<file path="src/rtl/branch_target_predictor_pkg.sv">
// -----------------------------------------------------------------------------
// btp_pkg
// Shared constants, width helpers and the BTB entry layout for the
// branch_target_predictor slice.
//   ctr_wnt(bits)  : weakly-not-taken reset value for a bits-wide counter
//   CTR_WNT        : that value for the default 2-bit counter (2'b01)
//   idx_w(entries) : index width of a power-of-two table
//   tag_w(x, n)    : BTB tag width for x-bit PCs and n entries (pc[1:0] dropped)
//   btb_entry_t    : {valid, tag, target, uncond} in the default 32-bit /
//                    32-entry layout; the top re-declares it with its own widths
// -----------------------------------------------------------------------------
package btp_pkg;

  function automatic int ctr_wnt(input int bits);
    return (1 << (bits - 1)) - 1;
  endfunction

  localparam int CTR_WNT = ctr_wnt(2);

  function automatic int idx_w(input int entries);
    return $clog2(entries);
  endfunction

  function automatic int tag_w(input int xlen, input int entries);
    return xlen - $clog2(entries) - 2;
  endfunction

  localparam int DEF_XLEN  = 32;
  localparam int DEF_TAG_W = tag_w(32, 32);

  typedef struct packed {
    logic                 valid;
    logic [DEF_TAG_W-1:0] tag;
    logic [DEF_XLEN-1:0]  target;
    logic                 uncond;
  } btb_entry_t;

endpackage

</file>
<file path="src/rtl/branch_target_predictor_sat_counter.sv">
// -----------------------------------------------------------------------------
// sat_counter
// Next-value logic for one saturating up/down counter (no storage).
//   cur  : present counter value
//   inc  : 1 = count up, 0 = count down
//   en   : 0 passes cur through unchanged
//   next : updated value, clamped to 0 .. 2^CTR_BITS-1
// -----------------------------------------------------------------------------
module sat_counter #(
  parameter int CTR_BITS = 2
) (
  input  logic [CTR_BITS-1:0] cur,
  input  logic                inc,
  input  logic                en,
  output logic [CTR_BITS-1:0] next
);

  localparam logic [CTR_BITS-1:0] CTR_MAX = '1;

  always_comb begin
    next = cur;
    if (en) begin
      if (inc) begin
        if (cur != CTR_MAX) next = cur + 1'b1;
      end else begin
        if (cur != '0) next = cur - 1'b1;
      end
    end
  end

endmodule

</file>
<file path="src/rtl/branch_target_predictor.sv">
// -----------------------------------------------------------------------------
// branch_target_predictor
// Direct-mapped tagged BTB plus a gshare-indexed PHT of saturating counters.
// Lookup is combinational on fetch_pc; training happens at the clock edge
// when a resolved control-flow instruction arrives from EX.
//
// Ports
//   clk, reset            : clock, synchronous active-high reset
//   fetch_pc              : IF-stage PC to look up
//   pred_hit              : valid BTB entry with matching tag
//   pred_taken            : redirect fetch to pred_target
//   pred_target           : predicted next PC (fetch_pc+4 when not taken)
//   upd_valid/upd_stall   : resolved instruction present / EX held (no update)
//   upd_pc, upd_uncond    : resolved PC, jal/jalr vs conditional branch
//   upd_taken, upd_target : actual outcome and target
//
// Optional build: define BTP_PERF_CNT_EN to add the 32-bit saturating
// counters perf_lookups, perf_btb_hits, perf_updates, perf_cond_mispred.
// -----------------------------------------------------------------------------
module branch_target_predictor
  import btp_pkg::*;
#(
  parameter int XLEN        = 32,
  parameter int BTB_ENTRIES = 32,
  parameter int PHT_ENTRIES = 64,
  parameter int HIST_LEN    = 6,
  parameter int CTR_BITS    = 2
) (
  input  logic            clk,
  input  logic            reset,
  input  logic [XLEN-1:0] fetch_pc,
  output logic            pred_hit,
  output logic            pred_taken,
  output logic [XLEN-1:0] pred_target,
  input  logic            upd_valid,
  input  logic [XLEN-1:0] upd_pc,
  input  logic            upd_uncond,
  input  logic            upd_taken,
  input  logic [XLEN-1:0] upd_target,
  input  logic            upd_stall
`ifdef BTP_PERF_CNT_EN
  ,
  output logic [31:0]     perf_lookups,
  output logic [31:0]     perf_btb_hits,
  output logic [31:0]     perf_updates,
  output logic [31:0]     perf_cond_mispred
`endif
);

  localparam int BTB_IW = idx_w(BTB_ENTRIES);
  localparam int PHT_IW = idx_w(PHT_ENTRIES);
  localparam int TAG_W  = tag_w(XLEN, BTB_ENTRIES);
  localparam logic [CTR_BITS-1:0] CTR_RST = CTR_BITS'(ctr_wnt(CTR_BITS));

  typedef struct packed {
    logic             valid;
    logic [TAG_W-1:0] tag;
    logic [XLEN-1:0]  target;
    logic             uncond;
  } entry_t;

  entry_t              btb_q [BTB_ENTRIES];
  entry_t              btb_d [BTB_ENTRIES];
  logic [CTR_BITS-1:0] pht_q [PHT_ENTRIES];
  logic [CTR_BITS-1:0] pht_d [PHT_ENTRIES];
  logic [HIST_LEN-1:0] ghr_q, ghr_d, ghr_shift;

  // ---------------------------------------------------------------- lookup
  logic [BTB_IW-1:0] f_idx;
  logic [TAG_W-1:0]  f_tag;
  logic [PHT_IW-1:0] f_pidx;
  entry_t            f_ent;
  logic              f_hit;

  assign f_idx  = fetch_pc[BTB_IW+1:2];
  assign f_tag  = fetch_pc[XLEN-1:BTB_IW+2];
  assign f_pidx = fetch_pc[PHT_IW+1:2] ^ PHT_IW'(ghr_q);
  assign f_ent  = btb_q[f_idx];

  // Gated by reset so the outputs are clean in the reset cycle itself,
  // before the valid bits have been cleared.
  assign f_hit       = ~reset & f_ent.valid & (f_ent.tag == f_tag);
  assign pred_hit    = f_hit;
  assign pred_taken  = f_hit & (f_ent.uncond | pht_q[f_pidx][CTR_BITS-1]);
  assign pred_target = pred_taken ? f_ent.target : fetch_pc + XLEN'(4);

  // ---------------------------------------------------------------- update
  logic [BTB_IW-1:0]   u_idx;
  logic [TAG_W-1:0]    u_tag;
  logic [PHT_IW-1:0]   u_pidx;
  logic                do_upd;
  logic                cond_upd;
  logic [CTR_BITS-1:0] ctr_next;

  assign u_idx    = upd_pc[BTB_IW+1:2];
  assign u_tag    = upd_pc[XLEN-1:BTB_IW+2];
  assign u_pidx   = upd_pc[PHT_IW+1:2] ^ PHT_IW'(ghr_q);
  assign do_upd   = upd_valid & ~upd_stall;
  assign cond_upd = do_upd & ~upd_uncond;

  sat_counter #(.CTR_BITS(CTR_BITS)) u_sat_counter (
    .cur  (pht_q[u_pidx]),
    .inc  (upd_taken),
    .en   (cond_upd),
    .next (ctr_next)
  );

  generate
    if (HIST_LEN == 1) begin : g_ghr1
      assign ghr_shift = upd_taken;
    end else begin : g_ghrn
      assign ghr_shift = {ghr_q[HIST_LEN-2:0], upd_taken};
    end
  endgenerate

  always_comb begin
    btb_d = btb_q;
    pht_d = pht_q;
    ghr_d = ghr_q;
    if (do_upd && upd_taken) begin
      btb_d[u_idx] = '{valid: 1'b1, tag: u_tag, target: upd_target, uncond: upd_uncond};
    end
    if (cond_upd) begin
      pht_d[u_pidx] = ctr_next;
      ghr_d         = ghr_shift;
    end
  end

  // Only valid bits and counters need a reset value; tag/target/uncond are
  // never consulted while valid is 0.
  always_ff @(posedge clk) begin
    if (reset) begin
      for (int i = 0; i < BTB_ENTRIES; i++) btb_q[i].valid <= 1'b0;
      for (int i = 0; i < PHT_ENTRIES; i++) pht_q[i] <= CTR_RST;
      ghr_q <= '0;
    end else begin
      btb_q <= btb_d;
      pht_q <= pht_d;
      ghr_q <= ghr_d;
    end
  end

  logic unused_pc_lsbs;
  assign unused_pc_lsbs = ^{fetch_pc[1:0], upd_pc[1:0]};

`ifdef BTP_PERF_CNT_EN
  // ------------------------------------------------------- perf counters
  logic [31:0] lookups_q, lookups_d;
  logic [31:0] hits_q, hits_d;
  logic [31:0] updates_q, updates_d;
  logic [31:0] mispred_q, mispred_d;

  function automatic logic [31:0] sat_inc(input logic [31:0] v, input logic ev);
    return (ev && v != 32'hFFFF_FFFF) ? v + 32'd1 : v;
  endfunction

  always_comb begin
    lookups_d = sat_inc(lookups_q, 1'b1);
    hits_d    = sat_inc(hits_q, f_hit & ~upd_stall);
    updates_d = sat_inc(updates_q, do_upd);
    mispred_d = sat_inc(mispred_q, cond_upd & (pht_q[u_pidx][CTR_BITS-1] != upd_taken));
  end

  always_ff @(posedge clk) begin
    if (reset) begin
      lookups_q <= '0;
      hits_q    <= '0;
      updates_q <= '0;
      mispred_q <= '0;
    end else begin
      lookups_q <= lookups_d;
      hits_q    <= hits_d;
      updates_q <= updates_d;
      mispred_q <= mispred_d;
    end
  end

  assign perf_lookups      = lookups_q;
  assign perf_btb_hits     = hits_q;
  assign perf_updates      = updates_q;
  assign perf_cond_mispred = mispred_q;
`endif

endmodule

</file>
<file path="config.mk">
export PLATFORM = sky130hd
export DESIGN_NAME = branch_target_predictor
export DESIGN_NICKNAME = d
export VERILOG_FILES = /design/src/rtl/branch_target_predictor_pkg.sv /design/src/rtl/branch_target_predictor_sat_counter.sv /design/src/rtl/branch_target_predictor.sv
export SDC_FILE = /design/constraint.sdc
export NUM_CORES = 2
export LEC_CHECK = 0
export BUFFER_PORTS_ARGS = -buffer_cell sky130_fd_sc_hd__buf_2
export CAP_MARGIN = 30
export CORE_MARGIN = 2
export CORE_UTILIZATION = 55
export CTS_CLUSTER_SIZE = 24
export DETAILED_ROUTE_END_ITERATION = 10
export MAX_ROUTING_LAYER = met4
export PLACE_DENSITY = 0.69
export SETUP_SLACK_MARGIN = 0.15
export SLEW_MARGIN = 20
export SYNTH_ARGS = -nofsm -noshare
export SYNTH_HDL_FRONTEND = slang
export SYNTH_SLANG_ARGS = --single-unit
</file>
<file path="constraint.sdc">
create_clock -name clk -period 8.2 [get_ports clk]
set_input_delay 0.82 -clock clk [delete_from_list [all_inputs] [get_ports clk]]
set_output_delay 0.82 -clock clk [all_outputs]
set_load 0.01 [all_outputs]
</file>
# Word-level counts from Yosys, hierarchy flattened
# Cells that the tools add are included.
[classes] order_cmp=6 bitwise_logic=15 reduce_logical=5 add_sub_neg=3 n_eq_ne=2 n_mux=20
[ops] operator="bitwise mux 1888 bit" n=1
[ops] operator="binary-select mux 59 bit (select 5 bit)" n=1
[ops] operator="demux 59 bit (select 5 bit)" n=1
[ops] operator="two-way mux 59 bit" n=3
[ops] operator="bitwise mux 128 bit" n=1
[ops] operator="adder 32 x 3 -> 32 bit, second input constant" n=1
[ops] operator="two-way mux 32 bit" n=1
[ops] operator="equality test 25 bit" n=1
[ops] operator="binary-select mux 2 bit (select 6 bit)" n=2
[ops] operator="two-way mux 2 bit" n=9
[ops] operator=">= comparator 7 bit, second input constant" n=2
[ops] operator="NOT 6 -> 7 bit" n=2
[ops] operator="demux 2 bit (select 6 bit)" n=1
[ops] operator=">= comparator 6 bit, second input constant" n=2
[ops] operator="NOT 5 -> 6 bit" n=2
[ops] operator="XOR 6 bit" n=2
[ops] operator="< comparator 7 x 1 -> 1 bit, second input constant" n=1
[ops] operator="< comparator 6 x 1 -> 1 bit, second input constant" n=1
[ops] operator="bitwise AND 1 bit" n=5
[ops] operator="logical AND 1 bit" n=3
[ops] operator="NOT 1 bit" n=3
[ops] operator="adder 2 x 1 -> 2 bit, second input constant" n=1
[ops] operator="inequality test 2 bit, second input constant" n=1
[ops] operator="AND reduction 2 bit" n=1
[ops] operator="other kinds (3)" n=3
[word_totals] output_inout_bits=34 regBits=2022 word_cells=244

# Depth between registers and ports, before layout
[depth] ltp_word=10 mapped_depth=16

# Hierarchy
# From an unflattened synthesis, not the netlist that was laid out.
[unflattened] cells_unflattened=4137 area_unflattened_um2=79905.4
[modules_own_cells] module="branch_target_predictor" n_inst=1 seq_area_each_um2=59056.6 cells_per_inst=4128 area_each_um2=79842.8
[modules_own_cells] module="sat_counter" n_inst=1 seq_area_each_um2=0.0 cells_per_inst=9 area_each_um2=62.6

# Worst setup path before layout
# Ideal clock, no wire load.
[synth_timing] path_kind="input port to output port" start="in fetch_pc[2]" end="out pred_target[2]" arrival_time_ps=3878 setup_slack_ps=3502 stages=12 path_buffers=8 cell_sequence="buf_6 -> buf_12 -> buf_8 -> buf_8 -> buf_2 -> clkbuf_1 -> buf_2 -> buf_2 -> mux4_2 -> mux4_2 -> a211oi_1 -> a21oi_1"
[synth_between] elab_chain_len=8 elab_cells_between_ends=16 classes_between="1 x add/sub; 1 x eq/ne; 7 x mux; 7 x bitwise"
[synth_lines] item="start, declared" line="branch_target_predictor.sv:31" source="input logic [XLEN-1:0] fetch_pc,"
[synth_lines] item="NOT 5 -> 6 bit (not written as such) or XOR 6 bit (tied branches)" line="branch_target_predictor.sv:78, branch_target_predictor.sv:77"
[synth_lines] item="binary-select mux 59 bit (select 5 bit) or NOT 6 -> 7 bit (tied branches)" line="branch_target_predictor.sv:78, branch_target_predictor.sv:84"
[synth_lines] item="two-way mux 59 bit (not written as such) or binary-select mux 2 bit (select 6 bit) (tied branches)" line="branch_target_predictor.sv:78, branch_target_predictor.sv:84"
[synth_lines] item="two-way mux 59 bit (not written as such) or two-way mux 2 bit (tied branches)" line="branch_target_predictor.sv:78, branch_target_predictor.sv:84"
[synth_lines] item="equality test 25 bit, or another cell as far along" line="branch_target_predictor.sv:82" source="assign f_hit = ~reset & f_ent.valid & (f_ent.tag == f_tag);"
[synth_lines] item="bitwise AND 1 bit or OR 1 bit (tied branches)" line="branch_target_predictor.sv:82, branch_target_predictor.sv:84"
[synth_lines] item="bitwise AND 1 bit" line="branch_target_predictor.sv:84" source="assign pred_taken = f_hit & (f_ent.uncond | pht_q[f_pidx][CTR_BITS-1]);"
[synth_lines] item="two-way mux 32 bit (*)" line="branch_target_predictor.sv:85" source="assign pred_target = pred_taken ? f_ent.target : fetch_pc + XLEN'(4);"
[synth_lines] item="end, declared" line="branch_target_predictor.sv:34" source="output logic [XLEN-1:0] pred_target,"
# Mark *: on every way between the ends. The rest lies on a longest branch, timed or not. The select of a mux whose other input is x is not followed.

# Worst setup path after layout
[layout_timing] start="in fetch_pc[2]" end="out pred_target[20]"
# Same word-level chain as after synthesis.

==> results.md <==
- Die X: 386 µm
- I/O pins: 136
- Setup violations, final: 0
- Final min period: 6.81 ns
- Final Max Slew Viols: 0
- # DRC: 0
- Worst Tran Pin Value: 1.01 ns
- Routed vias: 42400
- Status: finished, final reports clean
- Placement Setup Slack: 1.42 ns
- Post-route core utilization: 62.1%
- DR top layer: met4
- Row cnt: 140
- Slew headroom: 32.7%
- # clock sinks: 2022
- Share of the synthesized area in the top cell type: 69.4%
- Fin. Hold Viols: 0
- Sequential share of the synthesized area: 73.6%
- Iter 0 DRT Violations: 5878
- ANT nets after route: 0
- Die height: 386 µm
- R2R Path Start: ghr_q[0]
- Routed wl met2: 99100 µm
- Netlist cell types: 83
- CP endpoint kind: output pin
- FF-to-FF End: pht_q[114]
- Port bufs: 133
- Largest net degree at the start of global routing: 110
- Peak VDD IR: 0.197 mV
- Period utilization: 83.0%
- CP max-delay cell: nand4_4
- Skew final: 0.0118 ns
- Synth area leaders: edfxtp_1 (69%), mux4_2 (14%), dfxtp_1 (4.1%)
- CP Launch Type: input pin
- Max H-tree Level: 4
- Worst reg-to-reg path cell count: 10
- Worst EP arrival: 5.99 ns
- Max cap viols: 0
- Root buffer cell: clkbuf_16
- Syn nets: 4156
- Setup crit end: pred_target[20]
- Mean number of vias per cell: 6.65
- Final Wtd Congestion: 0.869
- Dominant cell type by area after synthesis: edfxtp_1
- Routed wire length: 210000 µm
- First-pass GRT wire length: 300000 µm
- Total power draw: 21.1 mW
- CTS tree: done
- Main synth FF type: edfxtp_1
- Avg WL per Cell: 33.0 µm
- Clock Latency Late Sink: 0.80 ns
- Worst EP required: 7.38 ns
- Initial antenna violation count: 28
- HP Class: in -> reg
- Max FO, Critical Path: 71
- Setup TNS Final: 0 ns
- Critical path class: in -> out
- Mapped Cells: 4053
- Aggregate global routing overflow: 0
- TritonCTS Buffers: 197
- Post-CTS Resized: 0
- # nets final: 4387
- DPL Wire Length: 116000 µm
- Area post-placement: 0.0838 mm²
- Final instance area: 0.0902 mm²
- Final worst setup slack: 1.39 ns
- Yosys warns: 0
- Fraction of layout cells with a size suffix above 1: 26.7%
- Vias in the first global route: 41500
- Ys async rst share: 0%
- Post-synthesis register bit count: 2022
- Setup crit start: fetch_pc[2]
- EDFF count, synth: 1856
- Hold_buf cts: 0
- Met1 wire length: 82800 µm
- Area grow syn2layout: 12.3%
- Initial Utilization: 55.3%
- Drt pass-1 iters: 6
- Total GRT Usage: 29.4%
- Critical Path Max Stage Delay: 0.59 ns
- RSZ-0062 raised after global routing: false
- Core ar.: 0.145 mm²
- Average cell area after synthesis: 19.8 µm²
- Critical Path Most Common Cell: buf_4
- Pwr dens: 234 mW/mm²
- CP cell instances: buf_8 > buf_4 > xnor2_2 > buf_4 > mux4_2 > mux2i_1 > o311ai_0 > o32ai_1 > buf_4 > a2111oi_2 > nand4_4 > buf_4 > a211oi_2 > a21oi_2 > buf_2
- Metal3 WL: 22800 µm
- Clock buffer depth: 3
- Flop-to-flop setup slack: 4.41 ns
- Mapped Area: 0.0803 mm²
- CTS clock-pin slew for the worst setup and hold paths: 0.06 ns
- DIE AREA: 0.149 mm²
- Setup bufs post-CTS: 0
- Max Freq: 147 MHz
- Leak: 28.6 nW
## critical path: cells and delay by family
family	cells	cell delay (ns)
AO/OA/AOI/OAI	5	1.65
buffers and inverters	6	2.26
multiplexers	2	0.40
XOR/XNOR	1	0.14
AND/OR/NAND/NOR	1	0.59
## cell usage after synthesis, types with 8 or more instances
library cell / count
a211oi_1: 23
a211oi_2: 27
a21o_1: 33
a21oi_1: 88
a21oi_2: 20
a221oi_1: 12
a22o_1: 25
and2_1: 36
and3_1: 10
buf_1: 25
buf_2: 77
buf_4: 19
buf_6: 16
clkbuf_1: 78
dfxtp_1: 166
edfxtp_1: 1856
mux2_2: 28
mux2i_1: 119
mux4_2: 513
nand2_1: 166
nand3_1: 89
nand3b_1: 10
nand4_1: 11
nor2_1: 147
nor2b_1: 8
nor3_1: 98
o211ai_1: 10
o21ai_0: 98
o221ai_1: 49
o22ai_1: 12
or3_1: 8
xnor2_1: 27
xor2_1: 19
## logic make-up after synthesis
kind of cell | Yosys count | synth area share, %
AOI/OAI and AO/OA | 465 | 4.17
xor gates and xnor gates | 48 | 0.542
adders and majority gates | 2 | 0.0281
buffers and inverters | 236 | 1.64
DFF | 2022 | 73.6
muxes | 661 | 16.3
and+or+nand+nor | 619 | 3.77
## metrics by stage
stage | hold WS, ns | instances
floorplan | 0.421 | 4053
global placement | 0.427 | 5988
detailed placement | 0.436 | 5999
CTS | 0.326 | 6361
global route | 0.373 | 6382
finish | 0.377 | 6384
## flip-flops by register name (all words and copies together), names as in the netlist
signal  count
btb_q    1888
pht_q     128
ghr_q       6
## worst min path at each step
stage | startpoint | slack, ns | depth (start not counted) | to
6_report | upd_taken | 0.38 | 3 | ghr_q[0]
5_1_grt | upd_taken | 0.37 | 3 | ghr_q[0]
4_1_cts | upd_taken | 0.33 | 3 | ghr_q[0]
3_5_place_dp | btb_q[1356] | 0.44 | 1 | btb_q[1356]
3_3_place_gp | btb_q[1061] | 0.43 | 1 | btb_q[1061]
2_1_floorplan | btb_q[1061] | 0.42 | 1 | btb_q[1061]
## layout by cell type (no fill, tap or decap), drive strengths merged, types with 36 or more instances in the layout
cell type  instances
a211oi            50
buf              258
clkinv            85
nor2             148
edfxtp          1856
clkbuf           248
nand3             89
o221ai            50
nor3              98
a21oi            108
mux2i            119
dfxtp            166
mux4             513
and2              36
nand2            166
o21ai            103
## where the power goes
group	switching (mW)	total, mW	internal [mW]
registers	0.00590	11.3	11.3
clock network	3.80	8.76	4.96
logic	0.672	1.07	0.402
## layout make-up
cell class                      instances  area, µm²
Timing Repair Buffer                  258       2200
Multi-Input combinational cell       1795      20200
Clock inverter                        114        961
Sequential cell                      2022      59100
Inverter                               10       45.0
Tap cell                             1917       2400
Fill cell                            9901      55100
Clock buffer                          248       5250
Antenna cell                           20       50.0
## metal layers
metal,up-vias,global-route usage [%]
met5,-,-
met3,412,6.20
met1,22300,41.4
met2,2325,44.3
li1,17400,-
met4,0,7.94
Note: power is estimated with default switching activity, not from simulation.
